[src/rtl/task_ctrl.sv]
// rtl/task_ctrl.sv - single-task scheduler controller with priority aging and hit budget
module task_ctrl #(
   parameter int TASK_ID    = 5,
   parameter int PRIO_W     = 4,
   parameter int HIT_W      = 8,
   parameter int AGE_PERIOD = 10000,
   parameter int INIT_HIT   = 128
) (
   input  logic              CLK,
   input  logic              RST_N,
   input  logic              in_valid,
   input  logic [15:0]       in_op,
   output logic [3+PRIO_W:0] out_sorter,
   output logic              out_valid,
   output logic [2:0]        out_state,
   output logic              out_err
);

   localparam int AGE_W = $clog2(AGE_PERIOD);

   typedef enum logic [2:0] {
      S_READY      = 3'd0,
      S_RUNNING    = 3'd1,
      S_SUSPENDED  = 3'd2,
      S_WAIT       = 3'd3,
      S_TERMINATED = 3'd4
   } state_t;

   localparam logic [3:0] OP_READY    = 4'b0001;
   localparam logic [3:0] OP_SUSPEND  = 4'b0010;
   localparam logic [3:0] OP_WAIT     = 4'b0011;
   localparam logic [3:0] OP_KILL     = 4'b0100;
   localparam logic [3:0] OP_SETPRIO  = 4'b0101;
   localparam logic [3:0] OP_SETHIT   = 4'b0110;
   localparam logic [3:0] OP_DISPATCH = 4'b0111;
   localparam logic [3:0] OP_KILL2    = 4'b1100;
   localparam logic [3:0] OP_FINISH   = 4'b1111;

   state_t              state_q, state_d;
   logic [PRIO_W-1:0]   base_q, base_d;
   logic [PRIO_W-1:0]   eff_q, eff_d;
   logic [HIT_W-1:0]    hit_q, hit_d;
   logic [AGE_W-1:0]    age_q, age_d;
   logic                err_d;
   logic [3+PRIO_W:0]   sorter_d;

   logic [3:0] op_id, op_code, op_arg;
   logic       bcast, accepted, defined, cmd, boundary;

   logic [3:0] unused_op_hi;
   assign unused_op_hi = in_op[15:12];

   assign op_id   = in_op[11:8];
   assign op_code = in_op[7:4];
   assign op_arg  = in_op[3:0];

   // Broadcast id only carries the lifecycle opcodes; everything else stays private.
   assign bcast    = (op_id == 4'hF) && (op_code inside {OP_READY, OP_SUSPEND, OP_WAIT, OP_KILL});
   assign accepted = in_valid && ((op_id == 4'(TASK_ID)) || bcast);
   assign defined  = op_code inside {OP_READY, OP_SUSPEND, OP_WAIT, OP_KILL, OP_KILL2,
                                     OP_SETPRIO, OP_SETHIT, OP_DISPATCH, OP_FINISH};
   assign cmd      = accepted && defined;
   assign boundary = (state_q == S_READY) && (age_q == AGE_W'(AGE_PERIOD - 1));

   always_comb begin
      state_d = state_q;
      base_d  = base_q;
      hit_d   = hit_q;
      eff_d   = eff_q;
      age_d   = '0;
      err_d   = 1'b0;

      if (state_q == S_READY) begin
         if (boundary) begin
            age_d = '0;
            if (eff_q != {PRIO_W{1'b1}})
               eff_d = eff_q + PRIO_W'(1);
         end else begin
            age_d = age_q + AGE_W'(1);
         end
      end

      if (cmd) begin
         // A command landing on the aging boundary swallows that aging step.
         if (boundary) begin
            age_d = '0;
            eff_d = eff_q;
         end
         case (op_code)
            OP_READY: begin
               if (state_q == S_SUSPENDED || state_q == S_WAIT) state_d = S_READY;
               else err_d = 1'b1;
            end
            OP_SUSPEND: begin
               if (state_q == S_READY || state_q == S_RUNNING || state_q == S_WAIT)
                  state_d = S_SUSPENDED;
               else err_d = 1'b1;
            end
            OP_WAIT: begin
               if (state_q == S_READY || state_q == S_RUNNING) state_d = S_WAIT;
               else err_d = 1'b1;
            end
            OP_KILL, OP_KILL2: state_d = S_TERMINATED;
            OP_SETPRIO: begin
               if (state_q == S_TERMINATED) err_d = 1'b1;
               else begin
                  base_d = PRIO_W'(op_arg);
                  eff_d  = PRIO_W'(op_arg);
                  age_d  = '0;
               end
            end
            OP_SETHIT: begin
               if (state_q == S_TERMINATED) err_d = 1'b1;
               else hit_d = HIT_W'(op_arg);
            end
            OP_DISPATCH: begin
               if (state_q == S_READY && hit_q != '0) begin
                  state_d = S_RUNNING;
                  hit_d   = hit_q - HIT_W'(1);
                  eff_d   = base_q;
                  age_d   = '0;
               end else err_d = 1'b1;
            end
            OP_FINISH: begin
               if (state_q == S_RUNNING) state_d = (hit_q != '0) ? S_READY : S_TERMINATED;
               else err_d = 1'b1;
            end
            default: ;
         endcase
      end

      if (state_d != S_READY)
         age_d = '0;

      sorter_d = (state_d == S_READY) ? {4'(TASK_ID), eff_d} : '0;
   end

   always_ff @(posedge CLK) begin
      if (!RST_N) begin
         state_q    <= S_READY;
         base_q     <= '0;
         eff_q      <= '0;
         hit_q      <= HIT_W'(INIT_HIT);
         age_q      <= '0;
         out_err    <= 1'b0;
         out_valid  <= 1'b1;
         out_state  <= 3'd0;
         out_sorter <= {4'(TASK_ID), {PRIO_W{1'b0}}};
      end else begin
         state_q    <= state_d;
         base_q     <= base_d;
         eff_q      <= eff_d;
         hit_q      <= hit_d;
         age_q      <= age_d;
         out_err    <= err_d;
         out_valid  <= (state_d == S_READY);
         out_state  <= state_d;
         out_sorter <= sorter_d;
      end
   end

endmodule

[config.mk]
export PLATFORM = sky130hd
export DESIGN_NAME = task_ctrl
export DESIGN_NICKNAME = d
export VERILOG_FILES = /design/src/rtl/task_ctrl.sv
export SDC_FILE = /design/constraint.sdc
export NUM_CORES = 1
export LEC_CHECK = 0
export ABC_AREA = 1
export CAP_MARGIN = 20
export CORE_UTILIZATION = 40
export DETAILED_ROUTE_END_ITERATION = 16
export GPL_TIMING_DRIVEN = 0
export PLACE_DENSITY_LB_ADDON = 0.1
export RECOVER_POWER = 100
export SLEW_MARGIN = 25
export SYNTH_ARGS = -nofsm -noshare
export SYNTH_HDL_FRONTEND = slang
export SYNTH_SLANG_ARGS = --single-unit
[constraint.sdc]
create_clock -name CLK -period 3.8 [get_ports CLK]
set_input_delay 0.38 -clock CLK [delete_from_list [all_inputs] [get_ports CLK]]
set_output_delay 0.38 -clock CLK [all_outputs]
set_load 0.01 [all_outputs]
---- Word level (Yosys, flattened, before mapping) ----
Index checks and enable logic that the tools add are counted.
operators by class
  add/sub/neg operators ................... 3
  eq/ne operators ......................... 19
  mux-type cells .......................... 34
  bitwise gates (word level) .............. 2
  reduce and logical (&&, ||, !) cells .... 23
operators by type and width
  cell                   number
  $mux 14                6
  $mux 4                 7
  $pmux 14 s2            1
  $mux 3                 7
  $eq 4x3->1 const B     5
  $pmux 3 s6             1
  $mux 8                 2
  $pmux 8 s2             1
  $add 14x1->14 const B  1
  $eq 14x14->1 const B   1
  $eq 4x4->1 const B     3
  $reduce_bool 9->1      1
  $eq 4x2->1 const B     2
  $pmux 4 s2             1
  $reduce_bool 8->1      1
  $sub 8x1->8 const B    1
  $mux 7                 1
  $eq 3x2->1 const B     2
  $logic_not 3->1        2
  $mux 1                 6
  $pmux 1 s6             1
  $reduce_or 2->1        3
  $logic_and 1x1->1      5
  $add 4x1->4 const B    1
  other kinds (14)       19
storage, ports and cells
  bits in registers ....................... 43
  input bits .............................. 19
  output and inout port bits .............. 13

---- Logic depth before layout (Yosys ltp) ----
  word-level depth ........................ 9
  mapped depth ............................ 14
  mapped depth without buffers ............ 13

---- Worst setup path before layout ----
Ideal clock, no wire load.
  path type ............................... register to register
  from .................................... register state_q[1]
  to ...................................... register out_sorter[4]
  library setup time ...................... 0.124 ns
  arrival ................................. 1.653 ns
  path slack .............................. 2.023 ns
  stages on the path, launching flop included .. 13
  period minus slack after synthesis ...... 1.777 ns
  cells stage by stage .................... dfxtp_1 > buf_2 > nor2_1 > inv_1 > nor2_2 > nand3_1 > nand2_1 > inv_1 > o21ai_1 > a21oi_2 > nand2_4 > buf_12 > nand2_1
on the way
  word-level cells in the longest chain between the ends .. 8
ends and longest elaborated chain
  element                                        line     source
  start: declaration                             39       state_t state_q, state_d;
  start signal: assignment                       150      state_q <= state_d;
  $eq 3x1->1 or $logic_not 3->1 (tied branches)  --
  $logic_or 1x1->1                               95, 100
  $logic_or 1x1->1                               95       if (state_q == S_READY || state_q == S_RUNNING || state_q == S_WAIT)
  $mux 3                                         95
  $pmux 3 s6                                     89       case (op_code)
  $mux 3 *                                       83       if (cmd) begin
  $logic_not 3->1 *                              135      sorter_d = (state_d == S_READY) ? {4'(TASK_ID), eff_d} : '0;
  $mux 7 *                                       135
  end signal: assignment                         148      out_sorter <= {4'(TASK_ID), {PRIO_W{1'b0}}};
  end signal: assignment                         158      out_sorter <= sorter_d;
  end: declaration                               13       output logic [3+PRIO_W:0] out_sorter,
Mark *: on every way between the ends. The rest lies on a longest branch, timed or not.
A chain may end at the register's enable or synchronous reset.

---- Worst setup path after layout ----
  from .................................... input port in_op[4]
  to ...................................... register out_sorter[3]
on the way
  word-level cells in the longest chain between the ends .. 9
ends and longest elaborated chain
  element                                   line        source
  start: declaration                        12          input logic [15:0] in_op,
  $eq 4x1->1, or another cell as far along  58, 60, 89
  $reduce_bool 4->1                         58          assign bcast = (op_id == 4'hF) && (op_code inside {OP_READY, OP_SUSPEND, OP_WAIT, OP_KILL});
  $logic_and 1x1->1                         58
  $logic_or 1x1->1                          59          assign accepted = in_valid && ((op_id == 4'(TASK_ID)) || bcast);
  $logic_and 1x1->1                         59
  $logic_and 1x1->1                         62          assign cmd = accepted && defined;
  $mux 3                                    83
  $logic_not 3->1                           135
  $reduce_and 2->1 (no line)                --
Parallel ways exist; a longest one is shown, timed or not.

==> impl_metrics.env <==
export IMPL_drc=0
export IMPL_dieArea_um2=6770
export IMPL_setup_worst_path_end_class="flip-flop"
export IMPL_wl_mm=5.77
export IMPL_vias_per_cell=4.86
export IMPL_start_util_pct=42.5
export IMPL_synth_area_top_cells="dfxtp_1 (30%), nand2_1 (15%), nor2_1 (9.8%), inv_1 (7.4%), nand3_1 (7.2%)"
export IMPL_synth_mux_area_share_pct=1.17
export IMPL_cts_buffers=5
export IMPL_vdd_drop_max_uv=111
export IMPL_path_clk_slew_ns=0.08
export IMPL_wl_per_cell_um=11.3
export IMPL_synth_edff_count=0
export IMPL_coreArea_um2=6060
export IMPL_yosysMostFrequentCell="nand2_1"
export IMPL_cts_hold_buf=0
export IMPL_synth_xor_area_share_pct=1.70
export IMPL_fin_crit_sh_pct=76.8
export IMPL_drtIter0Drc=105
export IMPL_critical_path_class="input pin to flip-flop"
export IMPL_cap_violations=0
export IMPL_outcome="finished, final reports clean"
export IMPL_synth_warnings=0
export IMPL_ant_nets=0
export IMPL_gp_congestion=0.854
export IMPL_worstHoldPathType="flip-flop to flip-flop"
export IMPL_cts_root_buf="clkbuf_8"
export IMPL_crit_start="in_op[4]"
export IMPL_synth_top_area_share_pct=30.3
export IMPL_nets=456
export IMPL_power_mw=0.789
export IMPL_worstPathMaxFanout=10
export IMPL_report_final_slew_viol_count=0
export IMPL_yosysTopAreaCell="dfxtp_1"
export IMPL_synth_adder_area_share_pct=1.46
export IMPL_cts_tree="built"
export IMPL_grt_pass1_wl_mm=9.82
export IMPL_synth_async_reset_ratio_pct=0
export IMPL_fp_dieH_um=82.3
export IMPL_hold_viol_final=0
export IMPL_place_area_um2=2920
export IMPL_rows=28
export IMPL_leakage_nw=1.36
export IMPL_ctsResizeCount=0
export IMPL_post_cts_buffers=0
export IMPL_period_needed_ns=2.92
export IMPL_relSlewSlack_pct=60.1
export IMPL_fillers=652
export IMPL_start_kind="input pin"
export IMPL_grt_pass1_vias=2228
export IMPL_worstPathRequired_ns=4.04
export IMPL_finalClockSkew_ns=0.00386
export IMPL_grt_max_degree=13
export IMPL_first_pass_iters=4
export IMPL_synth_cells=401
export IMPL_finalSetupTns_ns=0
export IMPL_dr_total_vias=2479
export IMPL_synth_area_um2=2580
export IMPL_ys_flop_type="dfxtp_1"
export IMPL_cts_sinks=39
export IMPL_grt_usage_pct=18.9
export IMPL_worst_pin_slew_ns=0.597
export IMPL_diodes=0
export IMPL_synth_compound_area_share_pct=11.5
export IMPL_final_area_um2=2970
export IMPL_reg2reg_from="hit_q[0]"
export IMPL_layout_area_overhead_vs_synth_pct=15.3
export IMPL_power_density_nw_per_um2=265
export IMPL_rsz0062_at_grt="false"
export IMPL_gr_total_overflow=0
export IMPL_numPortBuffers=25
export IMPL_cts_path_max_buffers=2
export IMPL_antenna_found_initial=0
export IMPL_avgSynthCellArea_um2=6.42
export IMPL_boundaryPins=32
export IMPL_htree_levels=2
export IMPL_dp_slack_ns=1.16
export IMPL_fmax_mhz=342
export IMPL_die_width_um=82.3
export IMPL_min_from="base_q[3]"
export IMPL_worst_slack_ns=0.880
export IMPL_synth_seq_area_share_pct=30.3
export IMPL_setup_viol=0
export IMPL_synth_cell_type_count=40
export IMPL_ys_ff_latch=39
export IMPL_synth_top_family_by_area="simple AND/OR/NAND/NOR gates"
export IMPL_drive_gt1_share_pct=8.51
export IMPL_hpwl_mm=4.58
export IMPL_utilization_pct=49.0
export IMPL_synth_top_cells_by_count="nand2_1 (102), nor2_1 (67), inv_1 (51)"
export IMPL_worst_skew_pair_late_latency_ns=0.29
export IMPL_cp_data_arrival_time_ns=3.16
export IMPL_synth_simple_area_share_pct=43.0
-- critical path, stage by stage --
cell,delay (ns)
dlygate4sd3_1,0.67
inv_1,0.15
nand2_1,0.10
nand2_1,0.09
nand2_1,0.08
nand2_1,0.05
nand2_1,0.07
nand2_1,0.27
nor2_1,0.29
nand3_2,0.10
a21boi_0,0.43
nand2_4,0.18
buf_12,0.20
nor2_4,0.07
-- final timing paths --
check	to	slack (ns)	cells past startpoint
worst max-delay path	out_sorter[3]	0.88	14
worst min-delay path	base_q[3]	0.46	2
worst max register to register	age_q[13]	1.55	13
worst min register to register	base_q[3]	0.46	2
-- layout by cell type, fill, tap and decap left out, types with 2 or more instances in the layout --
| cell type | netlist | final |
|---|---|---|
| o21ai_0 | 20 | 20 |
| dlygate4sd3_1 | 0 | 12 |
| nor3_1 | 5 | 5 |
| inv_1 | 51 | 53 |
| mux2i_1 | 3 | 3 |
| clkbuf_8 | 0 | 5 |
| nor2_2 | 2 | 2 |
| nand2_1 | 102 | 105 |
| buf_4 | 5 | 5 |
| conb_1 | 1 | 2 |
| dfxtp_1 | 39 | 39 |
| clkbuf_1 | 1 | 2 |
| o211ai_1 | 4 | 4 |
| nand2_2 | 4 | 2 |
| a21oi_1 | 8 | 8 |
| inv_2 | 4 | 2 |
| ha_1 | 3 | 3 |
| clkdlybuf4s50_1 | 0 | 13 |
| o31ai_1 | 3 | 3 |
| xor2_1 | 4 | 4 |
| nor2_1 | 67 | 69 |
| or2_2 | 2 | 2 |
| nand3_1 | 37 | 37 |
| o21bai_1 | 2 | 2 |
| nand4_1 | 5 | 5 |
| nor2_4 | 11 | 9 |
-- where the power goes --
group | internal (mW) | leakage [nW] | switching, mW
registers | 0.413 | 0.315 | 0.00410
logic | 0.0402 | 1.00 | 0.0542
clock network | 0.128 | 0.0412 | 0.148
-- routing by layer --
layer | global-route usage (%) | vias up | wire length (um)
met3 | 3.41 | 8 | 157
met4 | 5.26 | 0 | 70
li1 | - | 1339 | -
met5 | 0 | - | 0
met1 | 23.9 | 1104 | 2770
met2 | 32.6 | 28 | 2760
-- layout make-up --
class                           instances  area, um2  share of cell area, %
Tap cell                               75       93.8                   3.16
Timing Repair Buffer                   25        250                   8.42
Inverter                               56        210                   7.08
Multi-Input combinational cell        299       1480                   50.0
Sequential cell                        39        781                   26.3
Buffer                                  8       66.3                   2.23
Clock buffer                            6       72.6                   2.44
Clock inverter                          2       12.5                  0.421
-- cells by family after synthesis --
group / after synthesis
compound gates: 46
simple gates: 240
other cells: 1
mux: 3
buf+inv: 64
xor+xnor: 5
fa+ha+maj: 3
flops: 39
-- per-stage QoR --
stage               cells  hold WS (ns)
floorplan             402         0.440
global placement      502         0.456
detailed placement    502         0.454
CTS                   510         0.467
global route          510         0.483
finish                510         0.463
-- registers in the layout, summed over array words and instances, names as in the netlist --
signal	flops
age_q	14
base_q	4
eff_q	4
hit_q	8
out_err	1
out_sorter	5
state_q	3
Note: power is estimated with default switching activity, not from simulation.
==> RTL edit, RTL diff (same flow settings) <==
Put one more register stage on the output `out_state`, cleared by the reset. The value now appears one clock later. The other outputs are not delayed to match.
--- a/src/rtl/task_ctrl.sv
+++ b/src/rtl/task_ctrl.sv
@@ -35,6 +35,8 @@
    localparam logic [3:0] OP_DISPATCH = 4'b0111;
    localparam logic [3:0] OP_KILL2    = 4'b1100;
    localparam logic [3:0] OP_FINISH   = 4'b1111;
+
+   logic [2:0] out_state_s0;
 
    state_t              state_q, state_d;
    logic [PRIO_W-1:0]   base_q, base_d;
@@ -144,7 +146,7 @@
          age_q      <= '0;
          out_err    <= 1'b0;
          out_valid  <= 1'b1;
-         out_state  <= 3'd0;
+         out_state_s0 <= 3'd0;
          out_sorter <= {4'(TASK_ID), {PRIO_W{1'b0}}};
       end else begin
          state_q    <= state_d;
@@ -154,8 +156,16 @@
          age_q      <= age_d;
          out_err    <= err_d;
          out_valid  <= (state_d == S_READY);
-         out_state  <= state_d;
+         out_state_s0 <= state_d;
          out_sorter <= sorter_d;
+      end
+   end
+
+   always_ff @(posedge CLK) begin
+      if (!RST_N) begin
+         out_state <= '0;
+      end else begin
+         out_state <= out_state_s0;
       end
    end
 
Behaviour: not the same (Yosys sat finds a counterexample within 4 cycles, from zero or initial values and one cycle with RST_N low).
==> RTL edit against the unedited design <==
Via count increased by 29%; largest cell class unchanged; sequential cell count increased by 3; total power increased by 11%; hold slack improved by 0.017 ns; routed wire length increased by 39%; cell count increased by 25%; clock power increased by 13%; clock skew increased by 0.0022 ns; design area increased by 16%; area after synthesis increased by 18%; critical path depth decreased by 1; critical path type unchanged; maximum frequency increased by 4.1%; setup slack improved by 0.11 ns; synthesized cell count increased by 25%.
==> RTL edit: results (changes against the unedited design) <==
----------------------------------------------------
[Synthesis]
  Main area contributors after synthesis ... sky130_fd_sc_hd__dfxtp_1 28%, sky130_fd_sc_hd__nand2_1 16%, sky130_fd_sc_hd__nor2_1 9.4% (was sky130_fd_sc_hd__dfxtp_1 30%, sky130_fd_sc_hd__nand2_1 15%, sky130_fd_sc_hd__nor2_1 9.8%)
  Count of distinct cell types in the synthesized netlist ... 37 (was 40)
  Most frequent cells after synthesis ... 127 x sky130_fd_sc_hd__nand2_1, 76 x sky130_fd_sc_hd__nor2_1, 59 x sky130_fd_sc_hd__inv_1, 44 x sky130_fd_sc_hd__nand3_1, 42 x sky130_fd_sc_hd__dfxtp_1 (was 102 x sky130_fd_sc_hd__nand2_1, 67 x sky130_fd_sc_hd__nor2_1, 51 x sky130_fd_sc_hd__inv_1, 39 x sky130_fd_sc_hd__dfxtp_1, 37 x sky130_fd_sc_hd__nand3_1)
  Post-synthesis sequential area ratio ... 27.7% (was 30.3%)
  Post-Synthesis Cells ... 502 (was 401)

[Global routing]
  Overall Global Routing Usage ... 21.8% (was 18.9%)
  First-pass GRT wire length ... 13400 um (was 9820 um)
  Number of global-route vias before repair ... 2860 (was 2228)

[Power and ir drop]
  Largest vdd supply drop ... 143 uV (was 111 uV)
  Leak pwr ... 1.59 nW (was 1.36 nW)
  Cell-internal power ... 0.000635 W (was 0.000582 W)

[Timing]
  Skew final ... 0.00605 ns (was 0.00386 ns)
  Worst slew pin tran ... 0.601 ns (was 0.597 ns)

[Layout]
  Fraction of layout cells with a size suffix above 1 ... 7.28% (was 8.51%)
  Finished Layout Cells ... 635 (was 510)
  FF+latch area ... 841 um2 (was 781 um2)
  Final Net Count ... 557 (was 456)
  Number of fillers in the final layout ... 813 (was 652)

[Critical path]
  Max incr delay on CP ... 0.59 ns (was 0.67 ns)
  Worst endpoint data arrival time ... 2.99 ns (was 3.16 ns)

[Placement]
  Final weighted congestion in routability-driven placement ... 0.899 (was 0.854)
  Post-placement cell count ... 627 (was 502)
  Hpwl dp ... 6050 um (was 4580 um)

[Hold path]
  Worst Hold Class ... flip-flop to flip-flop (unchanged)

[Detailed routing]
  Number of vias per cell after detailed routing ... 5.02 (was 4.86)
  Pre-antenna DRT Iters ... 5 (was 4)
  Per-cell routed wire length ... 12.6 um (was 11.3 um)
  First DRT Iteration DRCs ... 196 (was 105)

[Run status]
  Result of the run ... finished, final reports clean (unchanged)

----------------------------------------------------
RTL edit: cell types whose count changed after synthesis, sizes merged, moves of 6 or more:
cell / unedited run / this run
nand2: 108 / 133
nor3: 5 / 20
a21oi: 10 / 26
nor2: 80 / 90
nand3: 39 / 45
buf: 7 / 13
nand4: 5 / 12
inv: 55 / 68
RTL edit: cell families after synthesis:
group                      share of synthesized area (%)
and+or+nand+nor                                     45.1
buffers and inverters                               12.0
AOI/OAI and AO/OA                                   11.5
DFF                                                 27.7
xor gates and xnor gates                            2.02
adders and majority gates                           1.24
other                                              0.124
muxes                                              0.330
RTL edit: routing by layer:
metal | wire (um) | GRT usage (%)
met5 | 0 | 0
met2 | 3330 | 32.1
met4 | 114 | 7.50
met1 | 4140 | 31.7
met3 | 447 | 3.97
RTL edit: worst reg2reg max path, delay by kind of cell, from the launching register on:
kind	cells	cell delay, ns
buf+inv	2	0.53
flops	1	0.30
simple gates	8	1.29
fa+ha+maj	1	0.20
RTL edit: path summary, 6_finish.rpt:
path,startpoint,to,slack (ns),cells past startpoint
worst min register to register,base_q[1],base_q[1],0.48,2
worst max register to register,hit_q[0],hit_q[3],1.42,11
worst min-delay path,base_q[1],base_q[1],0.48,2
worst max-delay path,in_op[6],out_sorter[4],0.99,13
RTL edit: cell type report:
cell class | instances | share of cell area, %
Buffer | 17 | 2.94
Clock buffer | 7 | 2.51
Clock inverter | 1 | 0.145
Inverter | 68 | 7.42
Multi-Input combinational cell | 376 | 51.7
Sequential cell | 42 | 24.4
Tap cell | 99 | 3.60
Timing Repair Buffer | 25 | 7.27
RTL edit: through the flow:
step                      power [W]  setup WS [ns]  utilization, %  cell area (um2)
after global placement     0.000574           1.20            46.8             3410
final                      0.000872          0.994            47.2             3440
after CTS                  0.000884           1.53            48.0             3500
after detailed placement   0.000575           1.24            46.8             3410
after floorplan            0.000533           2.06               -             3040
after global routing       0.000909          0.671            47.2             3440
RTL edit: power groups by stage:
| stage | combinational, W | sequential, W | clock, W |
|---|---|---|---|
| after floorplan | 0.0000735 | 0.000460 | 0 |
| after global placement | 0.000113 | 0.000461 | 0 |
| after detailed placement | 0.000114 | 0.000461 | 0 |
| after CTS | 0.000115 | 0.000451 | 0.000318 |
| after global routing | 0.000122 | 0.000451 | 0.000336 |
| final | 0.000109 | 0.000450 | 0.000312 |
